===== src/rtl/ctrl_unit_gen.sv =====
// Multi-cycle CPU control sequencer: one-hot phase vector, decoded instruction classes,
// memory handshake with timeout, fetch halt and interrupt entry via a PC-save pseudo-instruction.
module ctrl_unit_gen #(
    parameter int INSTR_W      = 16,
    parameter int MEM_TIMEOUT  = 255,
    parameter int IRQ_NUM_WAIT = 2
) (
    input  logic               I_clk,
    input  logic               I_reset,
    input  logic [INSTR_W-1:0] I_instruction,
    input  logic               I_mem_op,
    input  logic               I_mem_read,
    input  logic               I_dual_write,
    input  logic               I_mem_ready,
    input  logic               I_data_ready,
    input  logic               I_irq_enabled,
    input  logic               I_irq_active,
    input  logic               I_halt,
    output logic [10:0]        O_state,
    output logic [INSTR_W-1:0] O_instr,
    output logic               O_execute,
    output logic               O_irq_ack,
    output logic               O_push_pc,
    output logic               O_bus_error
);

    localparam logic [10:0] S_FETCH         = 11'b000_0000_0001;
    localparam logic [10:0] S_DECODE        = 11'b000_0000_0010;
    localparam logic [10:0] S_REG_READ      = 11'b000_0000_0100;
    localparam logic [10:0] S_EXEC          = 11'b000_0000_1000;
    localparam logic [10:0] S_STORE         = 11'b000_0001_0000;
    localparam logic [10:0] S_REG_WRITE     = 11'b000_0010_0000;
    localparam logic [10:0] S_EXTRA_WRITE   = 11'b000_0100_0000;
    localparam logic [10:0] S_FETCH_IRQ_NUM = 11'b000_1000_0000;
    localparam logic [10:0] S_SAVE_PC       = 11'b001_0000_0000;
    localparam logic [10:0] S_ENTER_ISR     = 11'b010_0000_0000;
    localparam logic [10:0] S_BUS_ERROR     = 11'b100_0000_0000;

    localparam int TMO_W = (MEM_TIMEOUT > 1) ? $clog2(MEM_TIMEOUT + 1) : 1;
    localparam logic [TMO_W-1:0] TMO_LAST = TMO_W'((MEM_TIMEOUT > 0) ? MEM_TIMEOUT - 1 : 0);
    localparam int IRQ_W = (IRQ_NUM_WAIT > 1) ? $clog2(IRQ_NUM_WAIT) : 1;
    localparam logic [IRQ_W-1:0] IRQ_LAST = IRQ_W'((IRQ_NUM_WAIT > 0) ? IRQ_NUM_WAIT - 1 : 0);

    logic [10:0]        state;
    logic [INSTR_W-1:0] instr;
    logic               execute;
    logic               irq_ack;
    logic               push_pc;
    logic               bus_error;
    logic               mem_wait;
    logic               irq_save_pc;
    logic [TMO_W-1:0]   tmo_cnt;
    logic [IRQ_W-1:0]   irq_cnt;

    logic mem_done;
    logic tmo_hit;
    logic irq_take;
    logic issue_ok;

    // A write-type STORE completes on I_mem_ready; fetches and loads complete on read data.
    assign mem_done = mem_wait && ((state == S_STORE && !I_mem_read) ? I_mem_ready : I_data_ready);
    assign tmo_hit  = (MEM_TIMEOUT != 0) && (tmo_cnt == TMO_LAST);
    assign irq_take = I_irq_enabled && I_irq_active && !irq_save_pc;
    assign issue_ok = I_mem_ready && !(state == S_FETCH && I_halt);

    always_ff @(posedge I_clk or posedge I_reset) begin
        if (I_reset) begin
            state       <= S_FETCH;
            instr       <= '0;
            execute     <= 1'b0;
            irq_ack     <= 1'b0;
            push_pc     <= 1'b0;
            bus_error   <= 1'b0;
            mem_wait    <= 1'b0;
            irq_save_pc <= 1'b0;
            tmo_cnt     <= '0;
            irq_cnt     <= '0;
        end else begin
            // NOTE: strobes default low each cycle so a single assignment below yields a one-cycle pulse.
            execute   <= 1'b0;
            irq_ack   <= 1'b0;
            bus_error <= 1'b0;

            case (state)
                S_FETCH, S_STORE: begin
                    if (!mem_wait) begin
                        if (issue_ok) begin
                            execute  <= 1'b1;
                            mem_wait <= 1'b1;
                            tmo_cnt  <= '0;
                        end
                    end else if (mem_done) begin
                        mem_wait <= 1'b0;
                        state    <= (state == S_FETCH) ? S_DECODE : S_REG_WRITE;
                    end else if (tmo_hit) begin
                        mem_wait  <= 1'b0;
                        bus_error <= 1'b1;
                        state     <= S_BUS_ERROR;
                    end else begin
                        tmo_cnt <= tmo_cnt + TMO_W'(1);
                    end
                end
                S_DECODE: begin
                    instr <= I_instruction;
                    state <= S_REG_READ;
                end
                S_REG_READ: state <= S_EXEC;
                S_EXEC:     state <= I_mem_op ? S_STORE : S_REG_WRITE;
                S_REG_WRITE, S_EXTRA_WRITE: begin
                    if (state == S_REG_WRITE && I_dual_write) begin
                        state <= S_EXTRA_WRITE;
                    end else if (irq_take) begin
                        irq_ack <= 1'b1;
                        irq_cnt <= '0;
                        state   <= S_FETCH_IRQ_NUM;
                    end else if (irq_save_pc) begin
                        irq_save_pc <= 1'b0;
                        push_pc     <= 1'b0;
                        state       <= S_ENTER_ISR;
                    end else begin
                        state <= S_FETCH;
                    end
                end
                S_FETCH_IRQ_NUM: begin
                    if (irq_cnt == IRQ_LAST) begin
                        state <= S_SAVE_PC;
                    end else begin
                        irq_cnt <= irq_cnt + IRQ_W'(1);
                    end
                end
                // The PC push replays DECODE..REG_WRITE as a pseudo-instruction.
                S_SAVE_PC: begin
                    irq_save_pc <= 1'b1;
                    push_pc     <= 1'b1;
                    state       <= S_DECODE;
                end
                S_ENTER_ISR, S_BUS_ERROR: state <= S_FETCH;
                default: begin
                    mem_wait <= 1'b0;
                    state    <= S_FETCH;
                end
            endcase
        end
    end

    assign O_state     = state;
    assign O_instr     = instr;
    assign O_execute   = execute;
    assign O_irq_ack   = irq_ack;
    assign O_push_pc   = push_pc;
    assign O_bus_error = bus_error;

endmodule

===== config.mk =====
export PLATFORM = sky130hd
export DESIGN_NAME = ctrl_unit_gen
export DESIGN_NICKNAME = d
export VERILOG_FILES = /design/src/rtl/ctrl_unit_gen.sv
export SDC_FILE = /design/constraint.sdc
export NUM_CORES = 1
export LEC_CHECK = 0
export BUFFER_PORTS_ARGS = -buffer_cell sky130_fd_sc_hd__buf_2
export CORE_MARGIN = 2
export CORE_UTILIZATION = 45
export CTS_CLUSTER_DIAMETER = 30
export DETAILED_ROUTE_END_ITERATION = 10
export GPL_ROUTABILITY_DRIVEN = 0
export HOLD_SLACK_MARGIN = 0.1
export PLACE_DENSITY = 0.74
export SETUP_SLACK_MARGIN = 0.5
export SLEW_MARGIN = 20
export SYNTH_ARGS = -nofsm -noshare
export SYNTH_HDL_FRONTEND = slang
export SYNTH_SLANG_ARGS = --single-unit
export TNS_END_PERCENT = 30

===== constraint.sdc =====
create_clock -name I_clk -period 2.7 [get_ports I_clk]
set_input_delay 0.27 -clock I_clk [delete_from_list [all_inputs] [get_ports I_clk]]
set_output_delay 0.27 -clock I_clk [all_outputs]
set_load 0.05 [all_outputs]

Yosys cells after proc, flatten, opt, wreduce, memory -nomap -nowiden
Index checks and enable logic that the tools add are counted.
W data, S select, Z words.
{"block": "word_totals", "inputBits": 26, "n_memories": 0, "latchBits": 0, "romBits": 0, "reg_bits": 42, "out_inout_bits": 31, "mem_bits_rw": 0}
{"block": "op_classes", "div": 0, "add_sub_neg": 2, "reduce_logical": 21, "n_shift": 0, "n_lt_le_gt_ge": 0, "n_bitwise": 0, "n_mul": 0, "n_eq_ne": 21, "mux": 40}
{"cell": "$pmux W11 S7", "count": 1}
{"cell": "$mux W11", "count": 4}
{"cell": "$mux W8", "count": 4}
{"cell": "$mux W10", "count": 3}
{"cell": "$mux W1", "count": 22}
{"cell": "$ne A2 B2 Y1 const B", "count": 8}
{"cell": "$mux W6", "count": 2}
{"cell": "$eq A11 B1 Y1 const B", "count": 1}
{"cell": "$eq A11 B10 Y1 const B", "count": 1}
{"cell": "$eq A11 B11 Y1 const B", "count": 1}
{"cell": "$eq A11 B2 Y1 const B", "count": 1}
{"cell": "$eq A11 B3 Y1 const B", "count": 1}
{"cell": "$eq A11 B4 Y1 const B", "count": 1}
{"cell": "$eq A11 B5 Y1 const B", "count": 1}
{"cell": "$eq A11 B6 Y1 const B", "count": 1}
{"cell": "$eq A11 B7 Y1 const B", "count": 1}
{"cell": "$eq A11 B8 Y1 const B", "count": 1}
{"cell": "$eq A11 B9 Y1 const B", "count": 1}
{"cell": "$reduce_and A3 Y1", "count": 3}
{"cell": "$reduce_or A9 Y1", "count": 1}
{"cell": "$add A8 B1 Y8 const B", "count": 1}
{"cell": "$eq A8 B8 Y1 const B", "count": 1}
{"cell": "$pmux W1 S2", "count": 4}
{"cell": "$reduce_and A4 Y1", "count": 2}
{"cell": "6 further kinds", "count": 17}

Longest topological paths before layout
Gate-level depths: netlist (run 1).
{"block": "logic_depth", "ltp_word": 7, "ltp_mapped": 8, "depth_no_buf": 7}

Least setup slack after synthesis (run 1)
OpenSTA, ideal clock, no wires.
{"block": "synth_timing", "path_type": "register -> register", "startpoint": "register state[5] (netlist: O_state[5])", "endpoint": "register tmo_cnt[1]", "arrival_ps": 2558, "path_stages_with_launch": 7, "setup_slack_ps": 17, "period_less_slack_ps": 2683, "cell_sequence": "dfrtp_1 -> buf_2 -> or4b_4 -> nor4_4 -> mux2i_2 -> a21oi_1 -> mux2_2"}
{"block": "synth_between", "elab_chain_cells": 6}
{"item": "start, declared", "line": "44", "source": "logic [10:0] state;"}
{"item": "start signal, assigned", "line": "94", "source": "state <= (state == S_FETCH) ? S_DECODE : S_REG_WRITE;"}
{"item": "start signal, assigned", "line": "108", "source": "S_EXEC: state <= I_mem_op ? S_STORE : S_REG_WRITE;"}
{"item": "$eq A11 B5 Y1 / $eq A11 B1 Y1 (equally long branches)", "line": "61, 84, 64"}
{"item": "$logic_and A1 B1 Y1, on equally long branches", "line": "61, 64"}
{"item": "$mux W1 / $logic_not A1 Y1 (equally long branches)", "line": "61, 64"}
{"item": "$logic_and A1 B1 Y1, on equally long branches", "line": "61, 64"}
{"item": "$ne A2 B2 Y1 (no line) / $reduce_bool A2 Y1 (equally long branches)"}
{"item": "$reduce_and A4 Y1 (no line) (*)"}
{"item": "end signal, assigned", "line": "100", "source": "tmo_cnt <= tmo_cnt + TMO_W'(1);"}
{"item": "end, declared", "line": "52", "source": "logic [TMO_W-1:0] tmo_cnt;"}
Mark *: on every way between the ends. The rest lies on a longest branch, timed or not.
A chain may end at the register's enable or synchronous reset.

Final worst setup path (run 1)
{"block": "layout_timing", "startpoint": "register state[6] (netlist: O_state[6])", "endpoint": "register tmo_cnt[1]"}
Same word-level chain as after synthesis.

==> flow_summary_export.csv, run 1 <==
group,metric,value,unit
pwr,p_per_area,958,mW/mm^2
pwr,p_int,1410,uW
sta,timing.final.crit_period,2.33,ns
sta,hold_viol,0,
routing,drc_errors,0,
sta,max_slew_margin,0.654,
setup_path,worstSetupStartpoint,"O_state[6]",
pwr,vdd_drop_max,0.668,mV
pwr,swShare,0.484,
logic_synthesis,ys.flop_type,"dfrtp_1",
pwr,leakagePower,0.00145,uW
logic_synthesis,yosysWarnings,0,
routing,vias,1881,
logic_synthesis,syn_inst,221,
routing,firstDrtPassIters,4,
setup_path,critPathKind,"flop to flop",
hold_path,hp-class,"input port to flop",
global_route,gr-total-overflow,0,
logic_synthesis,yosys-top-cells-count,"nand2_1 (67), dfrtp_1 (41), mux2i_1 (9), nand2b_1 (8), nor3_1 (8)",
floorplanning,fp-row-count,24,
floorplanning,pin_count,57,
job,max-cap-violations,0,
global_route,grt_pass1_vias,1718,
status,status,"complete, no violations",
floorplanning,die-area,0.00524,sq mm
sta,slew_viol_final,0,
sta,worstMarginPinSlew,0.519,ns
cts,cts_tree,"built",
routing,ant_nets,0,
global_route,grt_pass1_wl,7700,um
sta,rsz0062_at_grt,"yes",
global_route,grt_max_degree,43,
logic_synthesis,synth_seq_area_share,0.500,
pwr,clkPwrFrac,0.155,
floorplanning,die_w,72.4,um
global_route,track_usage,0.189,
routing,viasPerCell,5.25,
cells_and_area,diodes,0,
logic_synthesis,synth_top_area_cell,"dfrtp_1",
pwr,pwr-share-comb,0.507,
logic_synthesis,netlist_area,0.00210,sq mm
logic_synthesis,ys_seq_elements,42,
setup_path,critPathCaptureType,"flop",
pwr,seqPwrFrac,0.339,
cts,clk_latency,0.30,ns
cts,htreeDepth,2,
logic_synthesis,syn_avg_cell_area,9.52,sq um
routing,detail_route.wl_per_cell,13.6,um
hold_path,worstHoldStart,"I_instruction[9]",
logic_synthesis,netlist.area_leader.share,0.488,
logic_synthesis,synth-edff-count,0,
setup_path,r2r_start,"O_state[6]",
setup_path,cp_max_fo,6,
sta,fmax,430,MHz
logic_synthesis,ys_async_sr_fraction,1.00,
cts,cts_buffers,5,
cells_and_area,nets,333,
logic_synthesis,syn-num-nets,249,
sta,setup_tns,0,ns
setup_path,startpoint_type,"flop",
logic_synthesis,synth.area.top_cells,"dfrtp_1 (49%), nand2_1 (12%), mux2i_1 (4.3%)",
cts,clk_pin_slew,0.09,ns
logic_synthesis,synth.most_common_cell,"nand2_1",
setup_path,crit_required,2.89,ns
cells_and_area,final_core_util,0.644,
cells_and_area,area_growth,35.2,%
floorplanning,initial_utilization,0.476,
cells_and_area,drive_gt1_frac,0.408,
routing,drt-initial-drc-count,172,
pwr,power.switching,1320,uW
sta,skew,0.0108,ns
cts,cts_root_buffer,"clkbuf_8",
floorplanning,core-area,0.00441,sq mm
placement,port_buffers,56,
cts,cts_num_sinks,42,
global_route,antenna_found_initial,0,
sta,finalSetupViolCount,0,
sta,period_share,0.861,
routing,wl,4870,um
logic_synthesis,synthDistinctLibCells,48,
placement,dp_hpwl,3210,um
setup_path,worstPathArrival,2.52,ns
sta,fin_hold_ws,0.145,ns
floorplanning,die_h,72.4,um
cts,cts_buffer_depth,2,
-- critical path, cell delays in order, from the launching register on --
cell	delay (ns)
dfrtp_2	0.45
or4b_4	0.57
nor4_4	0.24
buf_4	0.19
mux2i_4	0.34
a21oi_2	0.13
mux2_4	0.31
-- worst paths after layout --
| kind | end | slack, ns | cells past startpoint |
|---|---|---|---|
| max | tmo_cnt[1] | 0.37 | 6 |
| min | O_instr[9] | 0.15 | 3 |
| max reg2reg | tmo_cnt[1] | 0.37 | 6 |
| min reg2reg | O_instr[8] | 0.48 | 2 |
| max in group asynchronous | O_state[7] | 1.68 | 4 |
| min in group asynchronous | O_instr[2] | 0.63 | 4 |
-- repair_timing --
| item | 4_1_cts | 5_1_grt |
|---|---|---|
| buffers inserted | 9 | 14 |
| hold buffers | 1 | 0 |
| endpoints found under the hold margin | 15 | 0 |
| endpoints found under the setup margin | 16 | 31 |
| pin swaps | 6 | 10 |
| gates resized for setup | 1 | 13 |
-- power by group through the flow --
stage	Combinational (uW)	Sequential, uW	Clock [uW]
floorplan	464	1430	0
global placement	1210	949	0
detailed placement	1230	945	0
CTS	1310	923	434
global route	1480	952	463
finish	1380	923	421
-- metal layers --
metal / vias to the layer above / global-route usage / share of wire
met5: - / 0 / 0
met4: 0 / 0.0608 / 0.015
met3: 9 / 0.0528 / 0.062
met2: 63 / 0.291 / 0.47
met1: 885 / 0.260 / 0.45
li1: 924 / - / -
-- registers in the layout, summed over array words and instances, names as in the netlist --
register     flops
O_instr         16
O_state         11
tmo_cnt          8
O_bus_error      1
O_execute        1
O_irq_ack        1
O_push_pc        1
irq_cnt          1
irq_save_pc      1
mem_wait         1
-- placed cells by master (no fill, tap or decap), drive strengths merged, types with 2 or more instances in the layout --
master	count
mux2	2
a22o	2
a2111oi	2
inv	8
nand2	67
nor3	8
nand3	7
nor3b	3
nor2b	4
nor4	3
mux2i	10
o21ai	7
nor2	7
buf	83
nand2b	8
dfrtp	41
or4	2
a211oi	3
clkinv	2
nand4	4
clkbuf	6
or3	4
ha	2
a21oi	2
xor2	3
and4	2
-- cells by family (layout without fill, tap and decap cells) --
logic type               count (synthesis)  after routing  share of synthesized area
adder cells (fa/ha/maj)                  2              2                     0.0119
multiplexers                            12             12                     0.0601
AO/OA/AOI/OAI                           22             22                     0.0851
buffers and inverters                   16            101                     0.0297
AND/OR/NAND/NOR                        123            123                      0.296
XOR/XNOR                                 4              4                     0.0167
flip-flops                              42             42                      0.500
-- layout make-up --
type,count,area [sq um]
timing repair buffer,85,518
fill,359,1570
inverter,8,30.0
clock inverter,3,25.0
clock buffer,5,68.8
sequential,42,1060
multi-input combinational,163,1070
tap,52,65.1
-- stage by stage --
stage          area (sq um)  instances  total power, uW  setup slack [ns]
3_5_place_dp           2490        326             2180             0.194
3_3_place_gp           2490        326             2160             0.226
4_1_cts                2660        344             2670             0.393
2_1_floorplan          2150        221             1900            0.0855
5_1_grt                2840        358             2900             0.331
6_report               2840        358             2720             0.375
(Power assumes the default switching activity.)
==> inputs of run 2 (changes only) <==
--- a/config.mk
+++ b/config.mk
@@ -12,6 +12,7 @@
 export DETAILED_ROUTE_END_ITERATION = 10
 export GPL_ROUTABILITY_DRIVEN = 0
 export HOLD_SLACK_MARGIN = 0.1
+export MAX_ROUTING_LAYER = met4
 export PLACE_DENSITY = 0.74
 export SETUP_SLACK_MARGIN = 0.5
 export SLEW_MARGIN = 20
==> run 2 against run 1 <==
Wire length is 0.43% higher. Flip-flop and latch count stayed put. Maximum frequency is 0.53% higher. Largest power group unchanged.
==> flow_summary_export.csv, run 2 (same netlist as run 1, synthesis figures left out) <==
group,metric,value,unit
floorplanning,core-area,0.00441,sq mm
routing,firstDrtPassIters,4,
sta,hold_viol,0,
floorplanning,die_w,72.4,um
cts,cts_num_sinks,42,
placement,dp_hpwl,3210,um
pwr,leakagePower,0.00145,uW
routing,wl,4890,um
setup_path,startpoint_type,"flop",
global_route,grt_pass1_vias,1721,
global_route,grt_pass1_wl,7700,um
setup_path,crit_required,2.89,ns
cts,cts_root_buffer,"clkbuf_8",
sta,worstMarginPinSlew,0.518,ns
routing,viasPerCell,5.25,
sta,timing.final.crit_period,2.31,ns
sta,skew,0.0109,ns
cells_and_area,nets,333,
pwr,vdd_drop_max,0.668,mV
routing,vias,1878,
global_route,track_usage,0.195,
cells_and_area,fillers,359,
sta,max_slew_margin,0.655,
cts,clk_pin_slew,0.09,ns
routing,drt-initial-drc-count,168,
global_route,antenna_found_initial,0,
setup_path,cp_max_fo,6,
setup_path,critPathKind,"flop to flop",
status,status,"complete, no violations",
floorplanning,die-area,0.00524,sq mm
cts,clk_latency,0.31,ns
setup_path,worstPathArrival,2.51,ns
cells_and_area,final_common_cell,"nand2_1",
cts,htreeDepth,2,
routing,detail_route.wl_per_cell,13.7,um
pwr,p_per_area,960,mW/mm^2
global_route,gr-total-overflow,0,
cts,cts_buffer_depth,2,
cells_and_area,mostFrequentLayoutCells,"nand2_1 (66), buf_2 (56), dfrtp_1 (32)",
cts,cts_tree,"built",
floorplanning,initial_utilization,0.476,
cells_and_area,diodes,0,
cells_and_area,area_growth,35.2,%
routing,drc_errors,0,
global_route,grt_max_degree,43,
sta,slew_viol_final,0,
floorplanning,fp-row-count,24,
sta,fmax,432,MHz
floorplanning,die_h,72.4,um
sta,period_share,0.857,
job,max-cap-violations,0,
pwr,power,2730,uW
cells_and_area,largest_reg_flops,16,
sta,rsz0062_at_grt,"yes",
cts,cts_buffers,5,
placement,port_buffers,56,
sta,setup_tns,0,ns
sta,fin_hold_ws,0.144,ns
cells_and_area,drive_gt1_frac,0.408,
setup_path,critPathCaptureType,"flop",
sta,finalSetupViolCount,0,
hold_path,hp-class,"input port to flop",
routing,ant_nets,0,
floorplanning,pin_count,57,
-- run 2: cell counts in the layout (fill, tap and decap cells not counted) --
No cell type changed its count.
-- run 2: critical path, stage by stage (launching register included) --
cell and delay [ns]:
dfrtp_2 0.45, or4b_4 0.57, nor4_4 0.23, buf_4 0.18, mux2i_4 0.34, a21oi_2 0.13
mux2_4 0.31
-- run 2: repair_timing --
item | in CTS | in global routing
setup endpoints to repair | 16 | 31
pin swaps | 6 | 10
endpoints found under the hold margin | 15 | 0
hold buffers | 1 | 0
buffers inserted | 9 | 14
gates resized for setup | 1 | 13
-- run 2: area by class of cell --
cell class / count / area [sq um] / share of cell area
multi-input cells: 163 / 1070 / 0.377
repair buffers: 85 / 518 / 0.182
well taps: 52 / 65.1 / 0.0229
clock buffers: 5 / 68.8 / 0.0242
inverters: 8 / 30.0 / 0.0106
clock inverters: 3 / 25.0 / 0.00880
flip-flops and latches: 42 / 1060 / 0.374
-- run 2: path summary, 6_finish.rpt --
check                            startpoint         end  slack [ns]  depth (start not counted)
setup reg to reg                 O_state[6]  tmo_cnt[1]        0.39                          6
hold reg to reg                  O_instr[8]  O_instr[8]        0.48                          2
hold / removal             I_instruction[9]  O_instr[9]        0.14                          3
setup / recovery                 O_state[6]  tmo_cnt[1]        0.39                          6
max in group asynchronous           I_reset  O_state[7]        1.68                          4
min in group asynchronous           I_reset  O_instr[2]        0.63                          4
-- run 2: where the power goes --
| part | leakage, uW | internal [uW] | total [uW] | switching [uW] |
|---|---|---|---|---|
| sequential | 0.000520 | 807 | 924 | 117 |
| clock | 0.0000447 | 187 | 423 | 236 |
| combinational | 0.000883 | 412 | 1380 | 970 |
| total | 0.00145 | 1410 | 2730 | 1320 |
-- run 2: routing by layer --
metal	vias to the layer above	track usage	routed length (um)
met4	0	0.0608	75
met2	57	0.291	2290
met3	9	0.0528	304
met1	889	0.260	2210
li1	923	-	-
met5	-	-	0
-- run 2: metrics by stage --
stage	setup WS, ns	std cells	utilization	instance area, sq um
after floorplan	0.0855	221	-	2150
after global placement	0.226	326	0.563	2490
after detailed placement	0.194	326	0.563	2490
after CTS	0.393	344	0.603	2660
after global routing	0.331	358	0.644	2840
final	0.387	358	0.644	2840
